`config.mk`:
```
export PLATFORM = sky130hd
export DESIGN_NAME = reg_scoreboard
export DESIGN_NICKNAME = d
export VERILOG_FILES = /design/src/rtl/reg_scoreboard.sv
export SDC_FILE = /design/constraint.sdc
export NUM_CORES = 1
export LEC_CHECK = 0
export ABC_CLOCK_PERIOD_IN_PS = 24800
export CORE_ASPECT_RATIO = 0.75
export CORE_MARGIN = 1
export CORE_UTILIZATION = 45
export CTS_CLUSTER_SIZE = 8
export DETAILED_ROUTE_END_ITERATION = 10
export GPL_TIMING_DRIVEN = 0
export HOLD_SLACK_MARGIN = 0.08
export PLACE_DENSITY = 0.7
export SYNTH_ARGS = -nofsm -noshare
export SYNTH_HDL_FRONTEND = slang
export SYNTH_SLANG_ARGS = --single-unit
```
`constraint.sdc`:
```
create_clock -name clk -period 24.8 [get_ports clk]
set_input_delay 2.48 -clock clk [delete_from_list [all_inputs] [get_ports clk]]
set_output_delay 2.48 -clock clk [all_outputs]
set_load 0.02 [all_outputs]
```
`src/rtl/reg_scoreboard.sv`:
```
// Register-hazard scoreboard: per-register pending-write counters drive the decode stall.
// Optional SB_BYPASS_EN: a same-cycle retire of the hazard register lifts the stall.
module reg_scoreboard #(
   parameter int unsigned NREG  = 32,
   parameter int unsigned IDX_W = 5,
   parameter int unsigned NWB   = 2,
   parameter int unsigned CNT_W = 2,
   parameter int unsigned OUT_W = 6
) (
   input  logic                 clk,
   input  logic                 rst_n,
   input  logic                 issue_valid_i,
   input  logic [IDX_W-1:0]     issue_rs1_i,
   input  logic                 issue_rs1_use_i,
   input  logic [IDX_W-1:0]     issue_rs2_i,
   input  logic                 issue_rs2_use_i,
   input  logic                 issue_wen_i,
   input  logic [IDX_W-1:0]     issue_rd_i,
   input  logic [NWB-1:0]       wb_valid_i,
   input  logic [NWB*IDX_W-1:0] wb_rd_i,
   input  logic                 clear_i,
   output logic                 stall_n_o,
   output logic                 issue_fire_o,
   output logic [NREG-1:0]      busy_o,
   output logic [OUT_W-1:0]     outstanding_o,
   output logic                 err_o
);

   localparam int unsigned DW = CNT_W + 1;
   localparam int unsigned SW = OUT_W + $clog2(NWB + 1) + 1;
   localparam logic [CNT_W-1:0] CNT_MAX = '1;
   localparam logic [OUT_W-1:0] OUT_MAX = '1;

   logic [CNT_W-1:0] cnt_q [NREG];
   logic [CNT_W-1:0] cnt_d [NREG];
   logic [OUT_W-1:0] out_q, out_d;
   logic             err_q, err_d;

   logic [DW-1:0]    dec_cnt [NREG];
   logic [NREG-1:0]  inc_vec;
   logic [CNT_W-1:0] rs1_cnt, rs2_cnt, rd_cnt;
   logic             rs1_stall, rs2_stall, sat_stall;
   logic             stall_n, fire;
`ifdef SB_BYPASS_EN
   logic             rs1_ret, rs2_ret, rd_ret;
`endif

   // Writeback hit count per register; index 0 never counts.
   always_comb begin
      for (int unsigned r = 0; r < NREG; r++) begin
         dec_cnt[r] = '0;
         for (int unsigned k = 0; k < NWB; k++) begin
            if (r != 0 && wb_valid_i[k] && wb_rd_i[k*IDX_W +: IDX_W] == IDX_W'(r))
               dec_cnt[r] = dec_cnt[r] + DW'(1);
         end
      end
   end

   // Operand lookups leave x0 at zero, so x0 never stalls.
   always_comb begin
      rs1_cnt = '0;
      rs2_cnt = '0;
      rd_cnt  = '0;
`ifdef SB_BYPASS_EN
      rs1_ret = 1'b0;
      rs2_ret = 1'b0;
      rd_ret  = 1'b0;
`endif
      for (int unsigned r = 1; r < NREG; r++) begin
         if (issue_rs1_i == IDX_W'(r)) begin
            rs1_cnt = cnt_q[r];
`ifdef SB_BYPASS_EN
            rs1_ret = (dec_cnt[r] != '0);
`endif
         end
         if (issue_rs2_i == IDX_W'(r)) begin
            rs2_cnt = cnt_q[r];
`ifdef SB_BYPASS_EN
            rs2_ret = (dec_cnt[r] != '0);
`endif
         end
         if (issue_rd_i == IDX_W'(r)) begin
            rd_cnt = cnt_q[r];
`ifdef SB_BYPASS_EN
            rd_ret = (dec_cnt[r] != '0);
`endif
         end
      end
   end

   always_comb begin
`ifdef SB_BYPASS_EN
      rs1_stall = issue_rs1_use_i && rs1_cnt != '0 && !(rs1_cnt == CNT_W'(1) && rs1_ret);
      rs2_stall = issue_rs2_use_i && rs2_cnt != '0 && !(rs2_cnt == CNT_W'(1) && rs2_ret);
      sat_stall = issue_wen_i && rd_cnt == CNT_MAX && !rd_ret;
`else
      rs1_stall = issue_rs1_use_i && rs1_cnt != '0;
      rs2_stall = issue_rs2_use_i && rs2_cnt != '0;
      sat_stall = issue_wen_i && rd_cnt == CNT_MAX;
`endif
      stall_n = !(rs1_stall || rs2_stall || sat_stall || clear_i);
      fire    = issue_valid_i && stall_n;
   end

   always_comb begin
      inc_vec = '0;
      for (int unsigned r = 1; r < NREG; r++)
         inc_vec[r] = fire && issue_wen_i && (issue_rd_i == IDX_W'(r));
   end

   // Net +inc-dec per register in one edge; underflow clamps to 0 and flags an error.
   logic [DW-1:0] sum, diff;
   logic [SW-1:0] tot_inc, tot_dec, add, odiff;
   logic          under;

   always_comb begin
      sum     = '0;
      diff    = '0;
      tot_inc = '0;
      tot_dec = '0;
      under   = 1'b0;
      for (int unsigned r = 0; r < NREG; r++) begin
         sum = {1'b0, cnt_q[r]} + DW'(inc_vec[r]);
         if (sum < dec_cnt[r]) begin
            under    = 1'b1;
            cnt_d[r] = '0;
            tot_dec  = tot_dec + SW'(sum);
         end else begin
            diff     = sum - dec_cnt[r];
            cnt_d[r] = (diff > DW'(CNT_MAX)) ? CNT_MAX : diff[CNT_W-1:0];
            tot_dec  = tot_dec + SW'(dec_cnt[r]);
         end
         tot_inc = tot_inc + SW'(inc_vec[r]);
      end

      add   = SW'(out_q) + tot_inc;
      odiff = '0;
      if (add < tot_dec) begin
         out_d = '0;
      end else begin
         odiff = add - tot_dec;
         out_d = (odiff > SW'(OUT_MAX)) ? OUT_MAX : odiff[OUT_W-1:0];
      end

      err_d = err_q || (under && !clear_i);

      if (clear_i) begin
         for (int unsigned r = 0; r < NREG; r++)
            cnt_d[r] = '0;
         out_d = '0;
      end
   end

   always_ff @(posedge clk or negedge rst_n) begin
      if (!rst_n) begin
         for (int unsigned r = 0; r < NREG; r++)
            cnt_q[r] <= '0;
         out_q <= '0;
         err_q <= 1'b0;
      end else begin
         for (int unsigned r = 0; r < NREG; r++)
            cnt_q[r] <= cnt_d[r];
         out_q <= out_d;
         err_q <= err_d;
      end
   end

   always_comb begin
      for (int unsigned r = 0; r < NREG; r++)
         busy_o[r] = (cnt_q[r] != '0);
   end

   assign stall_n_o     = stall_n;
   assign issue_fire_o  = fire;
   assign outstanding_o = out_q;
   assign err_o         = err_q;

endmodule

```
==> impl_metrics.json, run 1 <==
{
  "status": "finished with violations",
  "failed_checks": "setup timing",
  "ctsHoldBuffers": 0,
  "arrival_ns": 25.49,
  "wl_met3_um": 5980,
  "multi_input_area_um2": 15800,
  "layout_common_cells": "inv_1, ha_1, nor2_1",
  "worst_pin_slew_ns": 1.16,
  "holdWs_ns": 0.495,
  "slew_viol_final": 0,
  "syn_nets": 2718,
  "fin_crit_sh_pct": 102,
  "grt-ovfl-total": 0,
  "crit_fanout": 10,
  "crit_type": "input pin to flop",
  "rsz0062_at_grt": "yes",
  "synth_ff_type": "dfrtp_1",
  "ff_latch_area_um2": 1750,
  "ctsRootBufferMaster": "clkbuf_16",
  "vias_per_cell": 6.00,
  "ctsLongestPathBuffers": 2,
  "end_kind": "flop",
  "dieArea_um2": 41700,
  "critPathRequiredTime_ns": 25.03,
  "dr.pass1.iters": 5,
  "powerDensity_nw_per_um2": 28.1,
  "setup_viol": 6,
  "final_common_cell": "inv_1",
  "cts_max_level": 3,
  "p_total_mw": 0.589,
  "synth-edff-count": 0,
  "cts_tree": "yes",
  "fp.dieH_um": 177,
  "die_w_um": 235,
  "met2WireLength_um": 25300,
  "drc": 0,
  "drive_gt1_share_pct": 10.8,
  "vias": 17800,
  "start_kind": "input pin",
  "fill_cells": 3774,
  "async_flop_share_pct": 100,
  "grt_max_degree": 43,
  "antenna_found_initial": 1,
  "grt_pass1_wl_um": 95600,
  "core_area_um2": 39900,
  "netlist_area_um2": 18400,
  "wl_met1_um": 28700,
  "wl_per_cell_um": 20.7,
  "synth_seq_cells": 70,
  "worstSkewPairLatency_ns": 0.37,
  "ios": 75,
  "ys_seq_area_share_pct": 9.53,
  "fmax_mhz": 39.6,
  "yosysUniqueCellTypes": 99,
  "antenna_cells": 0,
  "worst_slack_ns": -0.454,
  "syn_avg_cell_area_um2": 7.89,
  "cpMostUsedCell": "fa_1",
  "grt_pass1_vias": 17100,
  "p_leak_nw": 9.70,
  "yosysWarningCount": 0,
  "ant_nets": 0,
  "rows": 63,
  "gr-usage-all-layers_pct": 29.5,
  "drtIter0Drc": 1565,
  "highest_layer": "met5",
  "crit_slowest_cell": "fa_2",
  "maxSlewHeadroom_pct": 22.7,
  "final_nets": 2835,
  "cts_inserted_buffers": 9,
  "drt_wl_total_um": 61600,
  "clk_pin_slew_ns": 0.06,
  "hold_violations": 0,
  "syn_inst": 2330,
  "dpl.hpwl_um": 51300,
  "clkSinkCount": 70,
  "initial_core_util_pct": 46.1,
  "port_buffers": 70,
  "place_congestion": 0.990,
  "hold_path_class": "flop to flop",
  "syn_to_final_growth_pct": 14.0,
  "maxCapViolCount": 0,
  "peakVddDrop_v": 0.0000344,
  "period_needed_ns": 25.25,
  "slowest_delay_ns": 0.59,
  "fin_skew_ns": 0.0111
}
## cell families after synthesis
| logic type | after synthesis | share of synthesized area, % |
|---|---|---|
| AOI/OAI and AO/OA | 613 | 22.0 |
| xor gates and xnor gates | 186 | 10.6 |
| adders and majority gates | 356 | 29.0 |
| buffers and inverters | 351 | 7.26 |
| DFF | 70 | 9.53 |
| muxes | 44 | 2.63 |
| and+or+nand+nor | 710 | 18.9 |
## final timing paths
path / depth (start not counted) / slack (ns) / endpoint / from
max in group asynchronous: 2 / 22.14 / cnt_q[34]$_DFF_PN0_ / rst_n
min reg2reg: 1 / 0.50 / cnt_q[62]$_DFFE_PN0P_ / cnt_q[62]$_DFFE_PN0P_
max reg2reg: 72 / 1.30 / outstanding_o[1]$_DFF_PN0_ / cnt_q[51]$_DFF_PN0_
max: 75 / -0.45 / outstanding_o[1]$_DFF_PN0_ / issue_rd_i[4]
min in group asynchronous: 1 / 2.05 / outstanding_o[2]$_DFF_PN0_ / rst_n
min: 1 / 0.50 / cnt_q[62]$_DFFE_PN0P_ / cnt_q[62]$_DFFE_PN0P_
## cell type report
class                      count  area share (%)
clock inverter                 4           0.137
multi-input combinational   1909            75.3
timing repair buffer         109            4.80
clock buffer                  12            1.27
tap                          520            3.11
sequential                    70            8.36
buffer                        58            1.80
inverter                     290            5.24
## critical path, delay by kind of cell
family                     cells  cell delay [ns]
adders and majority gates     33            16.16
AOI/OAI and AO/OA             17             2.93
and+or+nand+nor               14             2.00
buffers and inverters          9             1.31
muxes                          1             0.36
xor gates and xnor gates       1             0.22
## where the power goes
group	switching, mW	internal, mW	total, mW
clock network	0.0598	0.0762	0.136
registers	0.0130	0.123	0.136
logic	0.182	0.135	0.318
total	0.255	0.334	0.589
## flip-flops by register name (all words and copies together), names as in the netlist
name           count
err_o              1
outstanding_o      6
cnt_q             63
## through the flow
step	setup TNS (ns)	instance area [µm²]	setup WS, ns	utilization [%]	std cells
after global placement	-20.63	19800	-3.45	49.6	2920
final	-2.52	21000	-0.454	52.5	2972
after global routing	-6.85	21000	-1.19	52.5	2972
after CTS	-1.68	20800	-0.308	52.1	2961
after floorplan	0	18400	0.00928	-	2330
after detailed placement	-21.55	19800	-3.61	49.6	2921
## what timing repair did
action,4_1_cts,5_1_grt
setup endpoints to repair,6,6
gates resized for setup,149,27
gates cloned,0,0
pin swaps,71,24
setup buffers,26,12
## synthesized netlist by cell type, types with 49 or more instances
master,n,area share [%]
nand2_1,158,3.2
xnor2_1,128,6.1
inv_1,288,5.9
or2_2,54,1.8
o21ai_0,100,2.7
a21oi_1,162,4.4
dfrtp_1,70,9.5
ha_1,236,16
a21o_1,55,2.2
fa_1,118,13
nand3_1,52,1.4
nor2_1,216,4.4
clkbuf_1,49,1.0
## per-layer routing
metal  global-route usage (%)  up-vias
met5                        0        -
met4                     7.98        2
met3                     7.70       89
met2                     43.7      739
met1                     42.2     8621
li1                         -     8392
No activity file was read; power rests on OpenSTA's default activity.
==> run 2, diff against run 1 <==
--- a/config.mk
+++ b/config.mk
@@ -14,6 +14,7 @@
 export GPL_TIMING_DRIVEN = 0
 export HOLD_SLACK_MARGIN = 0.08
 export PLACE_DENSITY = 0.7
+export SLEW_MARGIN = 20
 export SYNTH_ARGS = -nofsm -noshare
 export SYNTH_HDL_FRONTEND = slang
 export SYNTH_SLANG_ARGS = --single-unit
==> impl_metrics.json, run 2 (synthesis results as in run 1) <==
{
  "initial_core_util_pct": 46.1,
  "period_needed_ns": 25.27,
  "r2r_slack_ns": 1.32,
  "crit_fanout": 10,
  "antenna_cells": 0,
  "holdWs_ns": 0.495,
  "setup_viol": 6,
  "ctsLongestPathBuffers": 2,
  "end_kind": "flop",
  "grt_pass1_wl_um": 95600,
  "fin_skew_ns": 0.0103,
  "place_congestion": 0.990,
  "drive_gt1_share_pct": 10.9,
  "fill_cells": 3774,
  "largest-register": "cnt_q",
  "path_buf_inv": 8,
  "timing.rr.start": "cnt_q[51]$_DFF_PN0_",
  "fmax_mhz": 39.6,
  "reg2reg_to": "outstanding_o[1]$_DFF_PN0_",
  "grt_max_degree": 43,
  "final_nets": 2836,
  "drtIter0Drc": 1516,
  "maxCapViolCount": 0,
  "final_common_cell": "inv_1",
  "status": "finished with violations",
  "p_leak_nw": 9.70,
  "fp.dieH_um": 177,
  "grt-ovfl-total": 0,
  "dr.pass1.iters": 6,
  "critPathRequiredTime_ns": 25.03,
  "antenna_found_initial": 1,
  "worstSkewPairLatency_ns": 0.37,
  "rows": 63,
  "cpMostUsedCell": "fa_1",
  "dieArea_um2": 41700,
  "gr-usage-all-layers_pct": 29.5,
  "rsz0062_at_grt": "yes",
  "start_kind": "input pin",
  "port_buffers": 70,
  "dp_cells": 2921,
  "powerDensity_nw_per_um2": 28.1,
  "peakVddDrop_v": 0.0000344,
  "crit_slowest_cell": "fa_2",
  "vias_per_cell": 6.00,
  "fin_crit_sh_pct": 102,
  "wl_per_cell_um": 20.7,
  "clk_pin_slew_ns": 0.06,
  "layout_common_cells": "inv_1, ha_1, nor2_1",
  "arrival_ns": 25.50,
  "cts_max_level": 3,
  "failed_checks": "setup timing",
  "crit_type": "input pin to flop",
  "clkSinkCount": 70,
  "die_w_um": 235,
  "cp.depth": 71,
  "r2r_cells": 72,
  "cts_tree": "yes",
  "slew_viol_final": 0,
  "cp-startpoint": "issue_rd_i[2]",
  "crit_end": "outstanding_o[1]$_DFF_PN0_",
  "ctsRootBufferMaster": "clkbuf_16",
  "ant_nets": 0,
  "hold_path_class": "flop to flop",
  "syn_to_final_growth_pct": 14.0,
  "critPathTopFamily": "adder cells",
  "ios": 75,
  "worst_pin_slew_ns": 1.05,
  "drt_wl_total_um": 61600,
  "drc": 0,
  "dpl.hpwl_um": 51300,
  "cts_inserted_buffers": 9,
  "vias": 17800,
  "grt_pass1_vias": 17100,
  "core_area_um2": 39900,
  "slowest_delay_ns": 0.59,
  "stdcell_count": 2973,
  "maxSlewHeadroom_pct": 29.5,
  "multi_input_area_um2": 15800,
  "worst_slack_ns": -0.466,
  "ff_latch_area_um2": 1750,
  "ctsHoldBuffers": 0,
  "largest_register_ffs": 63,
  "hold_violations": 0,
  "worstHoldStart": "cnt_q[62]$_DFFE_PN0P_"
}
-- run 2: changes by cell type in the layout (fill, tap and decap cells not counted) --
cell and delta:
buf_2 +1
-- run 2: where the power goes --
| group | switching [mW] | leakage, nW | internal [mW] |
|---|---|---|---|
| logic | 0.182 | 8.61 | 0.135 |
| registers | 0.0129 | 0.955 | 0.123 |
| clock network | 0.0600 | 0.141 | 0.0762 |
| total | 0.255 | 9.70 | 0.334 |
-- run 2: repair_timing --
action | 4_1_cts | 5_1_grt
resized for setup | 149 | 27
pin swaps | 71 | 24
endpoints found under the setup margin | 6 | 6
buffers inserted | 26 | 12
-- run 2: worst min-delay path by stage --
| stage | slack, ns | cells past startpoint | endpoint |
|---|---|---|---|
| 2_1_floorplan | 0.47 | 1 | cnt_q[62]$_DFFE_PN0P_ |
| 3_3_place_gp | 0.48 | 1 | cnt_q[62]$_DFFE_PN0P_ |
| 3_5_place_dp | 0.49 | 1 | cnt_q[62]$_DFFE_PN0P_ |
| 6_report | 0.50 | 1 | cnt_q[62]$_DFFE_PN0P_ |
| 5_1_grt | 0.54 | 1 | cnt_q[62]$_DFFE_PN0P_ |
| 4_1_cts | 0.51 | 1 | cnt_q[62]$_DFFE_PN0P_ |
-- run 2: area by class of cell --
class,count,share of cell area (%)
Inverter,290,5.24
Timing Repair Buffer,110,4.82
Buffer,58,1.80
Sequential cell,70,8.36
Clock inverter,4,0.137
Multi-Input combinational cell,1909,75.3
Clock buffer,12,1.27
Tap cell,520,3.10
-- run 2: metrics by stage --
step / power [mW] / area (µm²) / utilization (%) / worst slack [ns] / setup TNS [ns]
final: 0.590 / 21000 / 52.5 / -0.466 / -2.58
after floorplan: 0.325 / 18400 / - / 0.00928 / 0
after global routing: 0.627 / 21000 / 52.5 / -1.19 / -6.85
after detailed placement: 0.420 / 19800 / 49.6 / -3.61 / -21.55
after CTS: 0.576 / 20800 / 52.1 / -0.308 / -1.68
after global placement: 0.411 / 19800 / 49.6 / -3.45 / -20.63
-- run 2: metal layers --
| layer | global-route usage (%) | wire length [µm] | up-vias |
|---|---|---|---|
| met2 | 43.7 | 25300 | 757 |
| met5 | 0 | 27 | - |
| met4 | 7.98 | 1690 | 2 |
| met1 | 42.2 | 28400 | 8590 |
| met3 | 7.70 | 6230 | 94 |
| li1 | - | - | 8384 |
==> run 3, diff against run 2 <==
--- a/config.mk
+++ b/config.mk
@@ -14,6 +14,7 @@
 export GPL_TIMING_DRIVEN = 0
 export HOLD_SLACK_MARGIN = 0.08
 export PLACE_DENSITY = 0.7
+export RECOVER_POWER = 25
 export SLEW_MARGIN = 20
 export SYNTH_ARGS = -nofsm -noshare
 export SYNTH_HDL_FRONTEND = slang
==> impl_metrics.json, run 3 (synthesis results as in run 1) <==
{
  "end_kind": "flop",
  "syn_to_final_growth_pct": 13.8,
  "antenna_found_initial": 1,
  "arrival_ns": 25.50,
  "wl_per_cell_um": 20.7,
  "gr-usage-all-layers_pct": 29.5,
  "crit_type": "input pin to flop",
  "place_congestion": 0.990,
  "final_common_cell": "inv_1",
  "period_needed_ns": 25.27,
  "place_ws_ns": -3.61,
  "worstSkewPairLatency_ns": 0.36,
  "timing.rr.start": "cnt_q[51]$_DFF_PN0_",
  "fill_cells": 3778,
  "grt_pass1_wl_um": 95600,
  "drive_gt1_share_pct": 10.8,
  "die_w_um": 235,
  "hold_violations": 0,
  "antenna_cells": 0,
  "fin_skew_ns": 0.0102,
  "drc": 0,
  "grt_pass1_vias": 17100,
  "dr.pass1.iters": 7,
  "holdWs_ns": 0.495,
  "hold_path_class": "flop to flop",
  "ios": 75,
  "largest_register_ffs": 63,
  "core_area_um2": 39900,
  "ctsLongestPathBuffers": 2,
  "final_nets": 2836,
  "vias": 17800,
  "vias_per_cell": 5.99,
  "drt_wl_total_um": 61500,
  "cts_inserted_buffers": 9,
  "peakVddDrop_v": 0.0000338,
  "fin_util_pct": 52.5,
  "slew_viol_final": 73,
  "grt_max_degree": 43,
  "dieArea_um2": 41700,
  "powerDensity_nw_per_um2": 28.1,
  "rows": 63,
  "maxSlewHeadroom_pct": -71.8,
  "cts_max_level": 3,
  "status": "finished with violations",
  "grt-ovfl-total": 0,
  "slowest_delay_ns": 0.59,
  "layout_common_cells": "inv_1, ha_1, nor2_1",
  "setup_viol": 6,
  "critPathRequiredTime_ns": 25.03,
  "worstHoldStart": "cnt_q[62]$_DFFE_PN0P_",
  "crit_slowest_cell": "fa_2",
  "dp_cells": 2921,
  "ant_nets": 0,
  "rsz0062_at_grt": "yes",
  "p_leak_nw": 9.69,
  "stdcell_count": 2973,
  "fp.dieH_um": 177,
  "clk_pin_slew_ns": 0.06,
  "fmax_mhz": 39.6,
  "p_total_mw": 0.588,
  "largest-register": "cnt_q",
  "cts_tree": "yes",
  "port_buffers": 70,
  "cp-startpoint": "issue_rd_i[2]",
  "crit_fanout": 10,
  "start_kind": "input pin",
  "ctsRootBufferMaster": "clkbuf_16",
  "clkSinkCount": 70,
  "worst_slack_ns": -0.472,
  "maxCapViolCount": 2,
  "ctsHoldBuffers": 0,
  "fin_crit_sh_pct": 102,
  "cpMostUsedCell": "fa_1",
  "drtIter0Drc": 1477,
  "failed_checks": "capacitance limit, slew limit, setup timing",
  "initial_core_util_pct": 46.1,
  "dpl.hpwl_um": 51300,
  "worst_pin_slew_ns": 2.58
}
## run 3: cell count changes in the layout (fill, tap and decap cells not counted)
cell,before,now
clkbuf_1,27,29
buf_16,1,0
buf_4,41,40
## run 3: critical path: cells and delay by family
kind,cells,cell delay (ns)
AO/OA/AOI/OAI,16,3.05
XOR/XNOR,1,0.22
adder cells (fa/ha/maj),33,16.17
buffers and inverters,8,0.97
AND/OR/NAND/NOR,12,2.24
multiplexers,1,0.36
## run 3: cell type report
type                            count  area [µm²]  share of cell area, %
Sequential cell                    70        1750                   8.37
Clock inverter                      4        28.8                  0.137
Timing Repair Buffer              110         983                   4.70
Inverter                          290        1100                   5.25
Multi-Input combinational cell   1909       15800                   75.4
Buffer                             58         377                   1.80
Tap cell                          520         651                   3.11
Clock buffer                       12         267                   1.27
## run 3: repair_timing
action | in CTS | in global routing
pin swaps | 71 | 24
endpoints found under the setup margin | 6 | 6
resized for setup | 149 | 27
buffers inserted | 26 | 12
## run 3: metrics by stage
stage,area [µm²],TNS [ns]
2_1_floorplan,18400,0
3_3_place_gp,19800,-20.63
3_5_place_dp,19800,-21.55
4_1_cts,20800,-1.68
5_1_grt,20900,-6.85
6_report,20900,-2.63
## run 3: power breakdown
part	internal, mW	switching (mW)	total, mW
Combinational	0.135	0.182	0.317
Sequential	0.123	0.0129	0.136
Clock	0.0762	0.0590	0.135
## run 3: worst paths after layout
check | slack [ns] | endpoint | depth (start not counted)
worst max-delay path | -0.47 | outstanding_o[1]$_DFF_PN0_ | 71
min in group asynchronous | 2.56 | outstanding_o[2]$_DFF_PN0_ | 1
worst min-delay path | 0.50 | cnt_q[62]$_DFFE_PN0P_ | 1
worst min register to register | 0.50 | cnt_q[62]$_DFFE_PN0P_ | 1
max in group asynchronous | 19.05 | cnt_q[34]$_DFF_PN0_ | 2
worst max register to register | 1.30 | outstanding_o[1]$_DFF_PN0_ | 72
## run 3: routing by layer
layer | GRT usage [%] | wire length, µm | part of all wire [%]
met3 | 7.70 | 5910 | 9.6
met4 | 7.98 | 1600 | 2.6
met5 | 0 | 11 | 0.018
met1 | 42.2 | 28700 | 47
met2 | 43.7 | 25300 | 41
